<file path="config.mk">
export PLATFORM = sky130hd
export DESIGN_NAME = spi_flash_read
export DESIGN_NICKNAME = d
export VERILOG_FILES = /design/src/rtl/spi_flash_read.sv
export SDC_FILE = /design/constraint.sdc
export NUM_CORES = 1
export LEC_CHECK = 0
export ABC_AREA = 0
export CORE_ASPECT_RATIO = 1.1
export CORE_MARGIN = 2
export CORE_UTILIZATION = 30
export CTS_BUF_LIST = sky130_fd_sc_hd__clkbuf_4 sky130_fd_sc_hd__clkbuf_8
export CTS_CLUSTER_SIZE = 40
export DETAILED_ROUTE_END_ITERATION = 10
export GPL_TIMING_DRIVEN = 0
export PLACE_DENSITY = 0.53
export SLEW_MARGIN = 20
export SYNTH_ARGS = -nofsm -noshare
export SYNTH_HDL_FRONTEND = slang
export SYNTH_SLANG_ARGS = --single-unit
</file>
<file path="constraint.sdc">
create_clock -name sys_clk -period 6.85 [get_ports sys_clk]
set_clock_uncertainty 0.1 [all_clocks]
set_input_delay 1.37 -clock sys_clk [delete_from_list [all_inputs] [get_ports sys_clk]]
set_output_delay 1.37 -clock sys_clk [all_outputs]
set_load 0.02 [all_outputs]
</file>
<file path="src/rtl/spi_flash_read.sv">
// rtl/spi_flash_read.sv - one-shot SPI READ DATA BYTES master for an M25P16-class NOR flash
// Optional SPI_FAST_READ_EN: FAST_READ (0x0B) with one dummy byte and a 2-cycle SPI bit.
module spi_flash_read #(
    parameter logic [7:0]  BYTE_MAX    = 8'd10,
    parameter logic [7:0]  SECTOR_ADDR = 8'h00,
    parameter logic [7:0]  PAGE_ADDR   = 8'h00,
    parameter logic [7:0]  BYTE_ADDR   = 8'h00,
    parameter logic [15:0] STARTUP_CYC = 16'd500
) (
    input  logic       sys_clk,
    input  logic       sys_rst,
    input  logic       spi_miso,
    output logic       spi_sclk,
    output logic       spi_cs,
    output logic       spi_mosi,
    output logic [7:0] rd_data,
    output logic       rd_valid,
    output logic       done
);

`ifdef SPI_FAST_READ_EN
    localparam int             TX_W    = 40;
    localparam logic [1:0]     PH_LAST = 2'd1;
    localparam logic [1:0]     PH_HIGH = 2'd1;
    localparam logic [TX_W-1:0] TX_INIT = {8'h0B, SECTOR_ADDR, PAGE_ADDR, BYTE_ADDR, 8'h00};
`else
    localparam int             TX_W    = 32;
    localparam logic [1:0]     PH_LAST = 2'd3;
    localparam logic [1:0]     PH_HIGH = 2'd2;
    localparam logic [TX_W-1:0] TX_INIT = {8'h03, SECTOR_ADDR, PAGE_ADDR, BYTE_ADDR};
`endif

    typedef enum logic [2:0] {
        S_WAIT,
        S_CS_SETUP,
        S_CMD,
        S_ADDR,
        S_DUMMY,
        S_READ,
        S_CS_HOLD,
        S_DONE
    } state_t;

    state_t          state, state_n;
    logic [15:0]     wait_cnt, wait_n, wait_inc;
    logic [1:0]      cyc_cnt, cyc_n;
    logic [1:0]      phase, phase_n;
    logic [4:0]      bit_cnt, bit_n;
    logic [TX_W-1:0] tx_shift, tx_n;
    logic [7:0]      rx_shift, rx_n;
    logic [7:0]      byte_cnt, byte_n, byte_inc;
    logic [7:0]      rd_data_n;
    logic            rd_valid_n;
    logic            shifting_n;
    logic            cs_n, sclk_n, mosi_n, done_n;

    always_ff @(posedge sys_clk) begin
        if (sys_rst) begin
            state    <= S_WAIT;
            wait_cnt <= '0;
            cyc_cnt  <= '0;
            phase    <= '0;
            bit_cnt  <= '0;
            tx_shift <= '0;
            rx_shift <= '0;
            byte_cnt <= '0;
            rd_data  <= '0;
            rd_valid <= 1'b0;
            spi_cs   <= 1'b1;
            spi_sclk <= 1'b0;
            spi_mosi <= 1'b0;
            done     <= 1'b0;
        end else begin
            state    <= state_n;
            wait_cnt <= wait_n;
            cyc_cnt  <= cyc_n;
            phase    <= phase_n;
            bit_cnt  <= bit_n;
            tx_shift <= tx_n;
            rx_shift <= rx_n;
            byte_cnt <= byte_n;
            rd_data  <= rd_data_n;
            rd_valid <= rd_valid_n;
            spi_cs   <= cs_n;
            spi_sclk <= sclk_n;
            spi_mosi <= mosi_n;
            done     <= done_n;
        end
    end

    always_comb begin
        state_n    = state;
        wait_n     = wait_cnt;
        cyc_n      = cyc_cnt;
        phase_n    = phase;
        bit_n      = bit_cnt;
        tx_n       = tx_shift;
        rx_n       = rx_shift;
        byte_n     = byte_cnt;
        rd_data_n  = rd_data;
        rd_valid_n = 1'b0;
        wait_inc   = wait_cnt + 16'd1;
        byte_inc   = byte_cnt + 8'd1;

        case (state)
            S_WAIT: begin
                if (wait_inc >= STARTUP_CYC) begin
                    state_n = S_CS_SETUP;
                    wait_n  = '0;
                end else begin
                    wait_n = wait_inc;
                end
            end
            S_CS_SETUP: begin
                if (cyc_cnt == 2'd3) begin
                    state_n = S_CMD;
                    cyc_n   = '0;
                    phase_n = '0;
                    bit_n   = '0;
                    tx_n    = TX_INIT;
                end else begin
                    cyc_n = cyc_cnt + 2'd1;
                end
            end
            S_CMD, S_ADDR, S_DUMMY, S_READ: begin
                if (phase != PH_LAST) begin
                    phase_n = phase + 2'd1;
                end else begin
                    // End of the high half: next bit starts, MISO is sampled here.
                    phase_n = '0;
                    bit_n   = bit_cnt + 5'd1;
                    tx_n    = {tx_shift[TX_W-2:0], 1'b0};
                    case (state)
                        S_CMD: begin
                            if (bit_cnt == 5'd7) begin
                                state_n = S_ADDR;
                                bit_n   = '0;
                            end
                        end
                        S_ADDR: begin
                            if (bit_cnt == 5'd23) begin
`ifdef SPI_FAST_READ_EN
                                state_n = S_DUMMY;
`else
                                state_n = S_READ;
`endif
                                bit_n   = '0;
                            end
                        end
                        S_DUMMY: begin
                            if (bit_cnt == 5'd7) begin
                                state_n = S_READ;
                                bit_n   = '0;
                            end
                        end
                        default: begin
                            rx_n = {rx_shift[6:0], spi_miso};
                            if (bit_cnt[2:0] == 3'd7) begin
                                bit_n      = '0;
                                rd_data_n  = rx_n;
                                rd_valid_n = 1'b1;
                                byte_n     = byte_inc;
                                if (byte_inc == BYTE_MAX) begin
                                    state_n = S_CS_HOLD;
                                    rx_n    = '0;
                                end
                            end
                        end
                    endcase
                end
            end
            S_CS_HOLD: begin
                if (cyc_cnt == 2'd3) begin
                    state_n = S_DONE;
                    cyc_n   = '0;
                end else begin
                    cyc_n = cyc_cnt + 2'd1;
                end
            end
            default: begin
                state_n = S_DONE;
            end
        endcase

        // Pins are registered from the next-state decode so they line up with the state.
        shifting_n = (state_n == S_CMD) || (state_n == S_ADDR) ||
                     (state_n == S_DUMMY) || (state_n == S_READ);
        cs_n   = !(shifting_n || (state_n == S_CS_SETUP) || (state_n == S_CS_HOLD));
        sclk_n = shifting_n && (phase_n >= PH_HIGH);
        mosi_n = ((state_n == S_CMD) || (state_n == S_ADDR) || (state_n == S_DUMMY)) ?
                 tx_n[TX_W-1] : 1'b0;
        done_n = (state_n == S_DONE);
    end

endmodule

</file>
### After elaboration in Yosys (flattened, before gate mapping)

Cells that the tools add are included.

* $add $sub $neg: 5
* order comparisons: 2
* equal/unequal tests: 21
* muxes and demuxes: 29
* bitwise gates (word level): 4
* reduce and logical (&&, ||, !) cells: 18

Operators with widths (count)
* 32-bit 2-to-1 mux: 2
* 32-bit one-hot mux with 2 select lines: 1
* 3-bit 2-to-1 mux: 9
* 5-bit 2-to-1 mux: 5
* 3-bit == test (second input constant): 8
* 5-bit one-hot mux with 2 select lines: 2
* 16-bit by 1-bit adder with 16-bit output (second input constant): 1
* 16-bit by 9-bit greater-or-equal comparator with 1-bit output (second input constant): 1
* 16-bit 2-to-1 mux: 1
* 7-bit 2-to-1 mux: 2
* 3-bit by 2-bit == test with 1-bit output (second input constant): 4
* 3-bit one-hot mux with 4 select lines: 1
* 3-bit one-hot mux with 3 select lines: 1
* 8-bit by 1-bit adder with 8-bit output (second input constant): 1
* 8-bit by 4-bit == test with 1-bit output (second input constant): 1
* 3-bit by 1-bit == test with 1-bit output (second input constant): 2
* 2-bit 2-to-1 mux: 3
* 2-bit inequality test (second input constant): 3
* 3-bit AND reduction: 2
* 2-bit OR reduction: 3
* 6-bit OR reduction: 1
* 5-bit by 1-bit adder with 5-bit output (second input constant): 1
* 5-bit by 3-bit == test with 1-bit output (second input constant): 1
* 5-bit == test (second input constant): 1
* other kinds (14): 22

* bits in registers: 88
* input bits: 3
* output and inout bits: 13
* logic and storage cells: 94

### Logic depth before layout (Yosys ltp)

* word-level depth: 14
* depth in mapped cells: 8
* gate-level depth less buffers: 7

### Worst setup path before layout

Ideal clock, no wire load.

* path type: in2reg
* start: in sys_rst
* end: reg spi_cs
* arrival time: 2.061 ns
* required time: 6.663 ns
* slack: 4.602 ns
* stages: 4
* path buffers: 2
* path through: clkbuf_1 clkbuf_1 a31oi_1 o31ai_1

RTL lines
* start: declaration: RTL line 11 `input logic sys_rst,`
* end signal: assignment: RTL line 84 `spi_cs <= cs_n;`
* end: declaration: RTL line 14 `output logic spi_cs,`

==> summary.md <==
| Metric | Value |
|---|---|
| WHS | `0.3508 ns` |
| Routed wire length | `9274 um` |
| Die area | `0.01438 mm2` |
| Drt via density | `5.214` |
| Crit path max-delay family | `buffers and inverters` |
| VDD IR max | `0.1094 mV` |
| Post-DRT Antenna Nets | `0` |
| Routed len/inst | `13.52 um` |
| Max-slew violations | `0` |
| Final core occ | `0.3515` |
| Slew @ Worst Pin | `0.9992 ns` |
| Final-report setup violation count | `0` |
| Xor/xnor share of the synthesized area | `0.02390` |
| ANT cells | `0` |
| Tot Pwr | `0.9802 mW` |
| Async set-reset flop share out of synthesis | `0` |
| Global-route wire length before repair | `15,550 um` |
| Met2 Track Usage GR | `0.2165` |
| CTS Hold Buffers Added | `0` |
| Synth unique cells | `58` |
| Clk slew on worst S/H paths | `0.08 ns` |
| Highest Clock Rate | `0.3338 GHz` |
| Drt pass-1 iters | `4` |
| Leak | `1.518 nW` |
| Worst Setup Start Kind | `input port` |
| Clock Latency Late Sink | `0.35 ns` |
| Register bit total from synthesis | `87` |
| Seq/Total Area, Yosys | `0.4320` |
| Synth-to-layout area growth | `14.71%` |
| Top FF cell, synth | `dfxtp_1` |
| Hold WC Path Type | `reg2reg` |
| Maximum level of the CTS H-tree | `3` |
| Largest net degree at the start of global routing | `15` |
| Remaining Overflow, GRT | `0` |
| IO Count | `16` |
| Met3 usage | `0.02860` |
| Cts repair resizes | `0` |
| Synth warn | `0` |
| Slew headroom | `0.3251` |
| Post-synthesis simple-gate area fraction | `0.2675` |
| Largest family of logic cells by synthesized area | `simple AND/OR/NAND/NOR gates` |
| Layout cells sized above 1 | `0.06857` |
| CP endpoint kind | `register` |
| CP max-delay cell | `clkbuf_1` |
| Unrepaired setup endpoints after global routing | `false` |
| Setup CP Type | `in2reg` |
| Setup_tns | `0 ns` |
| RR Startpoint | `wait_cnt[0]` |
| GP Congestion | `0.7939` |
| Total track usage | `0.1314` |
| Buffers & Inverters on Critical Path | `3` |
| CTS buffer count | `9` |
| CP max stage delay | `0.55 ns` |
| CTS tree | `done` |
| PortBufs | `15` |
| Drt initial violations | `168` |
| Drc violations | `0` |
| CP required | `7.00 ns` |
| Layout Nets | `530` |
| Mapped Cells | `494` |
| Vias post-DR | `3,577` |
| Setup Buffers After CTS | `0` |
| Syn nets | `504` |
| Compound-cell area share of the yosys netlist | `0.2002` |
| Period minus WS final | `2.996 ns` |
| Clock tree buffer depth | `2` |
| Final hold violations | `0` |
| Horiz. Die Dim | `114.5 um` |
| Initial antenna violation count | `0` |
| GRT busiest layer | `met2` |
| Post-synth EDFFs | `0` |
| Initial core utilization | `0.3064` |
| Clock sink total | `87` |
| Post-DP HPWL | `6562 um` |
| Std-Cell Rows | `44` |
| Mapped Area | `0.004031 mm2` |
| R2R Setup Slk | `4.10 ns` |
| CP dominant cell by count | `clkbuf_1` |
| Area share of fa/ha/maj cells after synthesis | `0.02173` |
| Met1 Use GR | `0.1738` |
| Cell Pwr Density | `212.0 mW/mm2` |
| Hold_sp | `tx_shift[27]` |
| Capturing point of the worst reg2reg path | `done` |
| Hold Path Stages | `2` |
| Vias in the first global route | `3,269` |
| Core Box Area | `0.01316 mm2` |
| Max Cap Viol | `0` |
| Die Y | `125.6 um` |
| Status | `finished clean` |
| Synthesized area per cell | `8.161 um2` |
| Reg2reg path depth | `8` |
| Critical Path AT | `3.14 ns` |
| Hold EP | `tx_shift[28]` |
| Post-synthesis mux area share | `0.009932` |
| CP Max Fanout | `10` |
| Final cycle utilization of the critical path | `0.4374` |
| CTS root buf | `clkbuf_8` |
| CP cell instances | `clkdlybuf4s50_1, clkbuf_1, clkbuf_1, a31oi_1, o31ai_1` |
-- area by class of cell --
cell class                 count  area, um2
timing repair buffer          15      150.1
fill                        1362       8533
tap                          161      201.4
inverter                       4      15.01
clock buffer                  12      165.2
multi-input combinational    366       2110
clock inverter                 4      76.32
buffer                        37      165.2
sequential                    87       1742
-- report_power, final --
part           switching (mW)  internal (mW)  total [mW]
clock network           0.182          0.236       0.418
logic                  0.0301         0.0163      0.0463
registers             0.00612          0.510       0.516
-- layer usage --
layer	share of wire	vias up	wire length [um]
li1	-	1826	-
met1	0.49	1703	4499
met2	0.48	43	4462
met3	0.027	5	246
met4	0.0070	0	65
met5	0	-	0
-- placed cells by master (no fill, tap or decap), drive strengths merged, types with 3 or more instances in the layout --
cell	count
dfxtp	87
a21oi	57
nand2	83
clkdlybuf4s50	15
a31oi	4
mux2i	4
a211oi	6
nor4	5
nor2b	6
xnor2	5
o21ai	13
o21a	6
nand2b	4
nand3	35
nor2	29
xor2	6
or3	7
and3	16
ha	7
o31ai	3
a311oi	3
o211ai	6
inv	4
and2	4
a2bb2oi	7
nor3	8
clkbuf	37
nand4	11
buf	12
-- sequential cells by signal (all words and copies together) (netlist names) --
register	flops
rd_data	8
rd_valid	1
tx_shift	31
state	3
cyc_cnt	2
spi_mosi	1
rx_shift	7
byte_cnt	8
done	1
spi_sclk	1
spi_cs	1
bit_cnt	5
phase	2
wait_cnt	16
-- worst max path at each step --
stage	start	endpoint	slack, ns	cells after the start
6_report	sys_rst	spi_cs	3.85	5
5_1_grt	sys_rst	spi_cs	3.79	5
4_1_cts	sys_rst	spi_cs	3.86	5
3_5_place_dp	sys_rst	spi_cs	3.47	5
3_3_place_gp	sys_rst	spi_cs	3.48	5
2_1_floorplan	sys_rst	spi_cs	4.60	4
-- tightest hold or removal path, stage by stage (launching register included) --
cell,delay (ns)
dfxtp_1,0.31
nand2_1,0.05
a21oi_1,0.05
-- through the flow --
stage,cells,area (um2),setup WS (ns)
2_1_floorplan,494,4031,4.602
3_3_place_gp,670,4383,3.477
3_5_place_dp,670,4383,3.472
4_1_cts,686,4624,3.855
5_1_grt,686,4624,3.789
6_report,686,4624,3.854
-- cells in the mapped netlist (2+ instances only) --
cell,count,area (um2)
nor4_1,5,31.28
mux2i_1,4,40.04
buf_6,2,22.52
a21oi_1,57,285.3
a211o_2,2,20.02
buf_1,3,11.26
or4_1,2,15.01
nand4_1,11,68.82
o22ai_1,2,12.51
a2bb2oi_1,7,61.31
inv_1,4,15.01
nand2b_1,4,25.02
nor2b_1,6,37.54
a31oi_1,4,25.02
nand3_1,35,175.2
clkbuf_1,25,93.84
o31ai_1,3,22.52
a221oi_1,2,17.52
xor2_1,6,52.55
and3_1,15,93.84
or3_1,7,43.79
o21ai_0,12,60.06
a211oi_1,5,37.54
buf_2,6,30.03
and2_1,2,12.51
ha_1,7,87.58
nand3b_1,2,15.01
xnor2_1,5,43.79
nand4bb_1,2,22.52
nor3_1,8,40.04
o211ai_1,6,45.04
a32o_1,2,20.02
nor3b_1,2,15.01
o211a_1,2,20.02
nor2_1,29,108.9
dfxtp_1,87,1742
o21a_1,6,45.04
nand2_1,83,311.6
a311oi_1,3,26.28
-- cell families after synthesis --
logic type | Yosys count
flops | 87
fa+ha+maj | 7
buf+inv | 41
simple gates | 220
compound gates | 124
xor+xnor | 11
mux | 4
No activity file was read; power rests on OpenSTA's default activity.
